File: config.mk
export PLATFORM = sky130hd
export DESIGN_NAME = router_pkt_fifo
export DESIGN_NICKNAME = d
export VERILOG_FILES = /design/src/rtl/router_pkg.sv /design/src/rtl/router_fifo_ptr.sv /design/src/rtl/router_pkt_fifo.sv
export SDC_FILE = /design/constraint.sdc
export NUM_CORES = 1
export LEC_CHECK = 0
export ABC_CLOCK_PERIOD_IN_PS = 3490
export CAP_MARGIN = 10
export CELL_PAD_IN_SITES_DETAIL_PLACEMENT = 1
export CELL_PAD_IN_SITES_GLOBAL_PLACEMENT = 2
export CORE_ASPECT_RATIO = 1.75
export CORE_MARGIN = 2
export CORE_UTILIZATION = 42
export DETAILED_ROUTE_END_ITERATION = 10
export GPL_ROUTABILITY_DRIVEN = 0
export PLACE_DENSITY = 0.8
export SLEW_MARGIN = 25
export SYNTH_ARGS = -nofsm -noshare
export SYNTH_HDL_FRONTEND = slang
export SYNTH_SLANG_ARGS = --single-unit
File: constraint.sdc
create_clock -name clk -period 3.49 [get_ports clk]
set_clock_uncertainty 0.2 [all_clocks]
set_input_delay 1.047 -clock clk [delete_from_list [all_inputs] [get_ports clk]]
set_output_delay 1.047 -clock clk [all_outputs]
set_load 0.02 [all_outputs]
File: src/rtl/router_pkg.sv
// Shared constants and helpers for the router packet path.
package router_pkg;

    localparam int PKT_W      = 55;
    localparam int FIFO_DEPTH = 4;

    // Pointer width: at least one bit even for tiny depths
    function automatic int clog2_min1(input int n);
        return (n < 2) ? 1 : $clog2(n);
    endfunction

endpackage

File: src/rtl/router_fifo_ptr.sv
// Wrap-at-DEPTH index pointer with increment enable and sync clear.
module router_fifo_ptr
    import router_pkg::*;
#(
    parameter int DEPTH = FIFO_DEPTH
) (
    input  logic                          clk,
    input  logic                          clr,
    input  logic                          inc,
    output logic [clog2_min1(DEPTH)-1:0]  ptr
);

    localparam int PW = clog2_min1(DEPTH);

    always_ff @(posedge clk) begin
        if (clr) begin
            ptr <= '0;
        end else if (inc) begin
            if (ptr == PW'(DEPTH - 1)) begin
                ptr <= '0;
            end else begin
                ptr <= ptr + 1'b1;
            end
        end
    end

endmodule

File: src/rtl/router_pkt_fifo.sv
// First-word-fall-through packet FIFO for a router input port.
// Optional sticky overflow/underflow flags with ROUTER_FIFO_ERR_EN.
module router_pkt_fifo
    import router_pkg::*;
#(
    parameter int DATA_W = PKT_W,
    parameter int DEPTH  = FIFO_DEPTH
) (
    input  logic                       clk,
    input  logic                       rst,
    input  logic                       flush,
    input  logic [DATA_W-1:0]          in_data,
    input  logic                       in_valid,
    output logic                       in_ready,
    output logic [DATA_W-1:0]          out_data,
    output logic                       out_valid,
    input  logic                       out_ready,
    output logic [$clog2(DEPTH+1)-1:0] count,
    output logic                       full,
    output logic                       empty
`ifdef ROUTER_FIFO_ERR_EN
    ,
    output logic                       err_ovf,
    output logic                       err_udf
`endif
);

    localparam int PW = clog2_min1(DEPTH);
    localparam int CW = $clog2(DEPTH + 1);

    logic [DATA_W-1:0] mem [DEPTH];
    logic [PW-1:0]     wr_ptr;
    logic [PW-1:0]     rd_ptr;
    logic              push;
    logic              pop;
    logic              clr;

    assign clr       = rst | flush;
    assign full      = (count == CW'(DEPTH));
    assign empty     = (count == '0);
    assign in_ready  = !full;
    assign out_valid = !empty;
    assign push      = in_valid & in_ready;
    assign pop       = out_valid & out_ready;
    assign out_data  = out_valid ? mem[rd_ptr] : '0;

    always_ff @(posedge clk) begin
        if (push && !clr) begin
            mem[wr_ptr] <= in_data;
        end
    end

    always_ff @(posedge clk) begin
        if (clr) begin
            count <= '0;
        end else if (push && !pop) begin
            count <= count + 1'b1;
        end else if (!push && pop) begin
            count <= count - 1'b1;
        end
    end

    router_fifo_ptr #(.DEPTH(DEPTH)) u_wr_ptr (
        .clk (clk),
        .clr (clr),
        .inc (push),
        .ptr (wr_ptr)
    );

    router_fifo_ptr #(.DEPTH(DEPTH)) u_rd_ptr (
        .clk (clk),
        .clr (clr),
        .inc (pop),
        .ptr (rd_ptr)
    );

`ifdef ROUTER_FIFO_ERR_EN
    // Sticky until rst; flush deliberately leaves them set
    always_ff @(posedge clk) begin
        if (rst) begin
            err_ovf <= 1'b0;
            err_udf <= 1'b0;
        end else begin
            if (in_valid && full) begin
                err_ovf <= 1'b1;
            end
            if (out_ready && empty) begin
                err_udf <= 1'b1;
            end
        end
    end
`endif

endmodule

After elaboration in Yosys (flattened, before gate mapping)
Memories as Yosys holds them, arrays and structs flattened. A register that Yosys moved wholly into a read port is not among the register bits. Cells that the tools add are included.

Flip-flop bits (word level): 7. RAM bits: 220. Input bits: 60. Output and inout bits: 62. Word-level logic and storage cells: 33. Memories: 1.

Memory list: mem (words 4, width 55, read ports 1, clocked after Yosys merged registers in 1, write ports 1, line router_pkt_fifo.sv:31) `logic [DATA_W-1:0] mem [DEPTH];`.

Add/sub/neg operators: 4. Equal/unequal tests: 3. Multiplexer cells: 9. Bitwise logic cells: 3. Reduce and logical (&&, ||, !) cells: 10.

Operators with widths (number): two-way mux 55 bit (1); two-way mux 2 bit (4); two-way mux 3 bit (2); zero test 1 bit (5); adder 2 x 1 -> 2 bit (second input constant) (2); equality test 2 bit (second input constant) (2); adder 3 x 1 -> 3 bit (second input constant) (1); equality test 3 bit (second input constant) (1); logical AND 1 bit (3); zero test 3 bit (1); subtractor 3 x 1 -> 3 bit (second input constant) (1); AND 1 bit (2); two-way mux 1 bit (2); nonzero test 2 bit (1); OR 1 bit (1).

Longest topological paths before layout
Depth after elaboration: 7. Gate-level depth with buffers: 10.

Cells and area by module
From an unflattened synthesis, not the netlist that was laid out.

Cells, all modules: 394. Area total of the unflattened synthesis: 8773.4 µm².

Modules (own cells, without submodules): router_pkt_fifo (instances 1, cells each 378, area an instance 8600.7 µm², seq. area each 6666.4 µm²); router_fifo_ptr (instances 2, cells each 8, area an instance 86.3 µm², seq. area each 40.0 µm²).

Worst setup path after synthesis
Ideal clock, no wire load.

Path kind: input to register. Start point: input port flush. End point: memory mem[0][0] (netlist name), enable pin. Setup time: 0.419 ns. Data arrival time: 2.721 ns. Path slack: 0.151 ns. Stages: 2. Buffers on the path: 0. Cells stage by stage: nor2_1 -> and3_1.

Longest elaborated chain between the ends: 5.

Ends and longest elaborated chain: start: declaration (line router_pkt_fifo.sv:11) `input logic flush,`; OR 1 bit (line router_pkt_fifo.sv:38) `assign clr = rst | flush;`; zero test 1 bit (line router_pkt_fifo.sv:48) `if (push && !clr) begin`; logical AND 1 bit (line router_pkt_fifo.sv:48); two-way mux 1 bit (line router_pkt_fifo.sv:48); two-way mux 1 bit (not written as such) (line router_pkt_fifo.sv:49) `mem[wr_ptr] <= in_data;`; end: declaration (line router_pkt_fifo.sv:31).

Every way passes these cells.

==> results.toml <==
[status]
status = "completed"

[global_routing]
grt_overflow = 0
grt_max_degree = 58
grt_pass1_vias = 4817
antenna_found_initial = 4
grt_usage_pct = 16.4
grt_first_pass_wirelength_mm = 27.6

[synth]
synthMuxAreaShare_pct = 14.2
yosys-top-cells-area = "edfxtp_1 (75%), mux4_2 (14%), nor2b_1 (3.8%), dfxtp_1 (2.1%), ha_1 (0.85%)"
synth_fa_ha_area_share_pct = 1.08
yosysSeqAreaShare_pct = 77.3
syn_inst = 401
yosys.area_share.simple_pct = 5.16
async_flop_share_pct = 0
synth-xor-area-share_pct = 0.199
synth_top_area_share_pct = 75.2
synth_compound_area_share_pct = 0.598
synth_seq_cells = 229
synth_common_cells = "edfxtp_1 (220), mux4_2 (55), nor2b_1 (53), clkbuf_1 (10), dfxtp_1 (9)"
synth_edf_count = 220
yosysWarnings = 0
syn_area_um2 = 8780
synth_cell_types = 29
synth_top_family_by_area = "multiplexers"
syn-num-nets = 468
synth-main-ff-cell = "edfxtp_1"
synth_top_area_cell = "edfxtp_1"
syn_avg_cell_area_um2 = 21.9
synth_most_common_cell = "edfxtp_1"

[cells_and_area]
final_cells = 801
final_nets = 602
drive_gt1_share_pct = 18.9
fillerInstances = 1871
final_area_um2 = 11000
synthToLayoutAreaGrowth_pct = 25.2

[placement]
place_inst = 762
preCtsSetupSlack_ns = 0.220
dpl_cell_area_um2 = 10400
dp_hpwl_mm = 10.5
numPortBuffers = 121

[critical_path]
reg2reg_to = "count[2]$_SDFFE_PP0P_"
crit_slowest_cell = "mux4_2"
reg2regPathDepth = 7
reg2reg_slack_ns = 0.88
critical_path.max_stage_delay_ns = 0.51
r2r_start = "count[0]$_SDFFE_PP0P_"
crit_type = "reg -> out"
crit_path_start_kind = "flip-flop"
crit_chain = "buf_12, mux4_2, and2b_1, dlygate4sd2_1"
critPathCaptureType = "output pin"
cp_max_fo = 22
crit_required_ns = 2.24
arrival_ns = 2.15

[sta]
tightest_slew_ns = 0.578
final.min_clock_period_ns = 3.40
worst_slack_ns = 0.0924
finalCritPeriodShare_pct = 97.4
fmax_ghz = 0.294
finalMaxSlewViolations = 0
hold_viol = 0
slew_headroom_pct = 61.2
setup_tns_ns = 0
rsz0062_at_grt = "no"
setup_viol = 0

[routing]
drt_pre_antenna_iters = 4
drt-wirelength-per-cell_um = 22.2
wirelength_mm = 17.8
vias = 4226
ant_nets = 0
drtIter0Drc = 208
drc_errors = 0
vias_per_cell = 5.28

[clocking]
numCtsBuffers = 21
clk_latency_ns = 0.49
cts.clk_slew.worst_paths_ns = 0.06
cts_buffer_depth = 3
cts_tree = "yes"
cts_hold_buffers = 0
cts.sinks = 229
root_buffer = "clkbuf_16"
cts_max_level = 1

[hold_path]
hold_depth = 2
hp-class = "reg -> reg"
hp-start = "u_rd_ptr.ptr[1]$_SDFFE_PP0P_"

[floorplan]
fp.coreArea_um2 = 20700
start_util_pct = 42.5
row_count = 70
die_area_um2 = 22100
die_w_um = 113
pin_count = 122
dieHeight_um = 195

[power_and_ir_drop]
power_density_nw_per_um2 = 541
cellLeakagePower_nw = 3.68
power_mw = 5.95
ir_drop_mv = 0.552

[run]
maxCapViolCount = 0
==> critical path: cells and delay by family, from the launching register on <==
family        cells  cell delay (ns)
buf+inv           2             0.56
flops             1             0.39
mux               1             0.51
simple gates      1             0.18
==> per-stage QoR <==
step                      hold slack (ns)  utilization [%]
final                               0.316             53.2
after detailed placement            0.314             50.2
after global placement              0.278             50.2
after floorplan                     0.263                -
after CTS                           0.321             53.0
after global routing                0.367             53.2
==> metal layers <==
layer,global-route usage (%),vias to the layer above,part of all wire [%]
met3,2.79,40,4.3
li1,-,1887,-
met2,29.7,109,54
met5,0,-,0
met4,6.78,0,3.5
met1,19.0,2190,38
==> flip-flops by register name, summed over array words and instances, names as in the netlist, named ones only <==
register / count
u_rd_ptr.ptr: 2
u_wr_ptr.ptr: 2
mem: 220
count: 3
==> cells in the final DEF, fill, tap and decap left out, types with 3 or more instances in the layout <==
master	synthesis	routed
inv_1	5	5
clkdlybuf4s50_1	0	66
clkinv_1	0	3
clkbuf_16	0	22
nor2_1	4	4
dlygate4sd2_1	0	55
mux4_2	55	55
dfxtp_1	9	7
ha_1	6	6
clkbuf_1	10	5
edfxtp_1	220	220
and3_2	0	4
diode_2	0	3
nor2b_1	53	53
buf_12	0	7
==> worst max-delay path by stage <==
| stage | cells after the start | slack (ns) | endpoint |
|---|---|---|---|
| after floorplan | 2 | 0.15 | mem[0][0]$_DFFE_PP_ |
| final | 4 | 0.09 | out_data[26] |
| after global placement | 8 | 0.26 | count[2]$_SDFFE_PP0P_ |
| after global routing | 4 | 0.02 | out_data[26] |
| after CTS | 4 | 0.05 | out_data[24] |
| after detailed placement | 8 | 0.22 | count[2]$_SDFFE_PP0P_ |
==> repair_timing <==
action	in CTS	in global routing
buffers inserted	0	1
hold endpoints to repair	0	0
cloned	0	1
gates resized for setup	57	2
pin swaps	0	1
setup endpoints to repair	55	1
==> final cells by class <==
| type | instances | area, µm² | area share [%] |
|---|---|---|---|
| antenna | 3 | 7.51 | 0.0683 |
| clock buffer | 26 | 544 | 4.95 |
| clock inverter | 8 | 97.6 | 0.887 |
| inverter | 5 | 18.8 | 0.171 |
| multi-input combinational | 146 | 1880 | 17.1 |
| sequential | 229 | 6790 | 61.7 |
| tap | 252 | 315 | 2.87 |
| timing repair buffer | 132 | 1340 | 12.2 |
==> logic make-up (layout without fill, tap and decap cells) <==
| family | count (synthesis) | after routing |
|---|---|---|
| DFF | 229 | 229 |
| and+or+nand+nor | 74 | 74 |
| muxes | 56 | 56 |
| buffers and inverters | 26 | 171 |
| adders and majority gates | 7 | 7 |
| AOI/OAI and AO/OA | 7 | 7 |
| xor gates and xnor gates | 2 | 2 |
| other | 0 | 3 |
==> power breakdown <==
group | total, mW | switching [mW] | internal [mW]
combinational | 0.702 | 0.394 | 0.308
clock | 2.18 | 0.929 | 1.25
sequential | 3.07 | 0.0185 | 3.05
total | 5.95 | 1.34 | 4.61
Note: power is estimated with default switching activity, not from simulation.
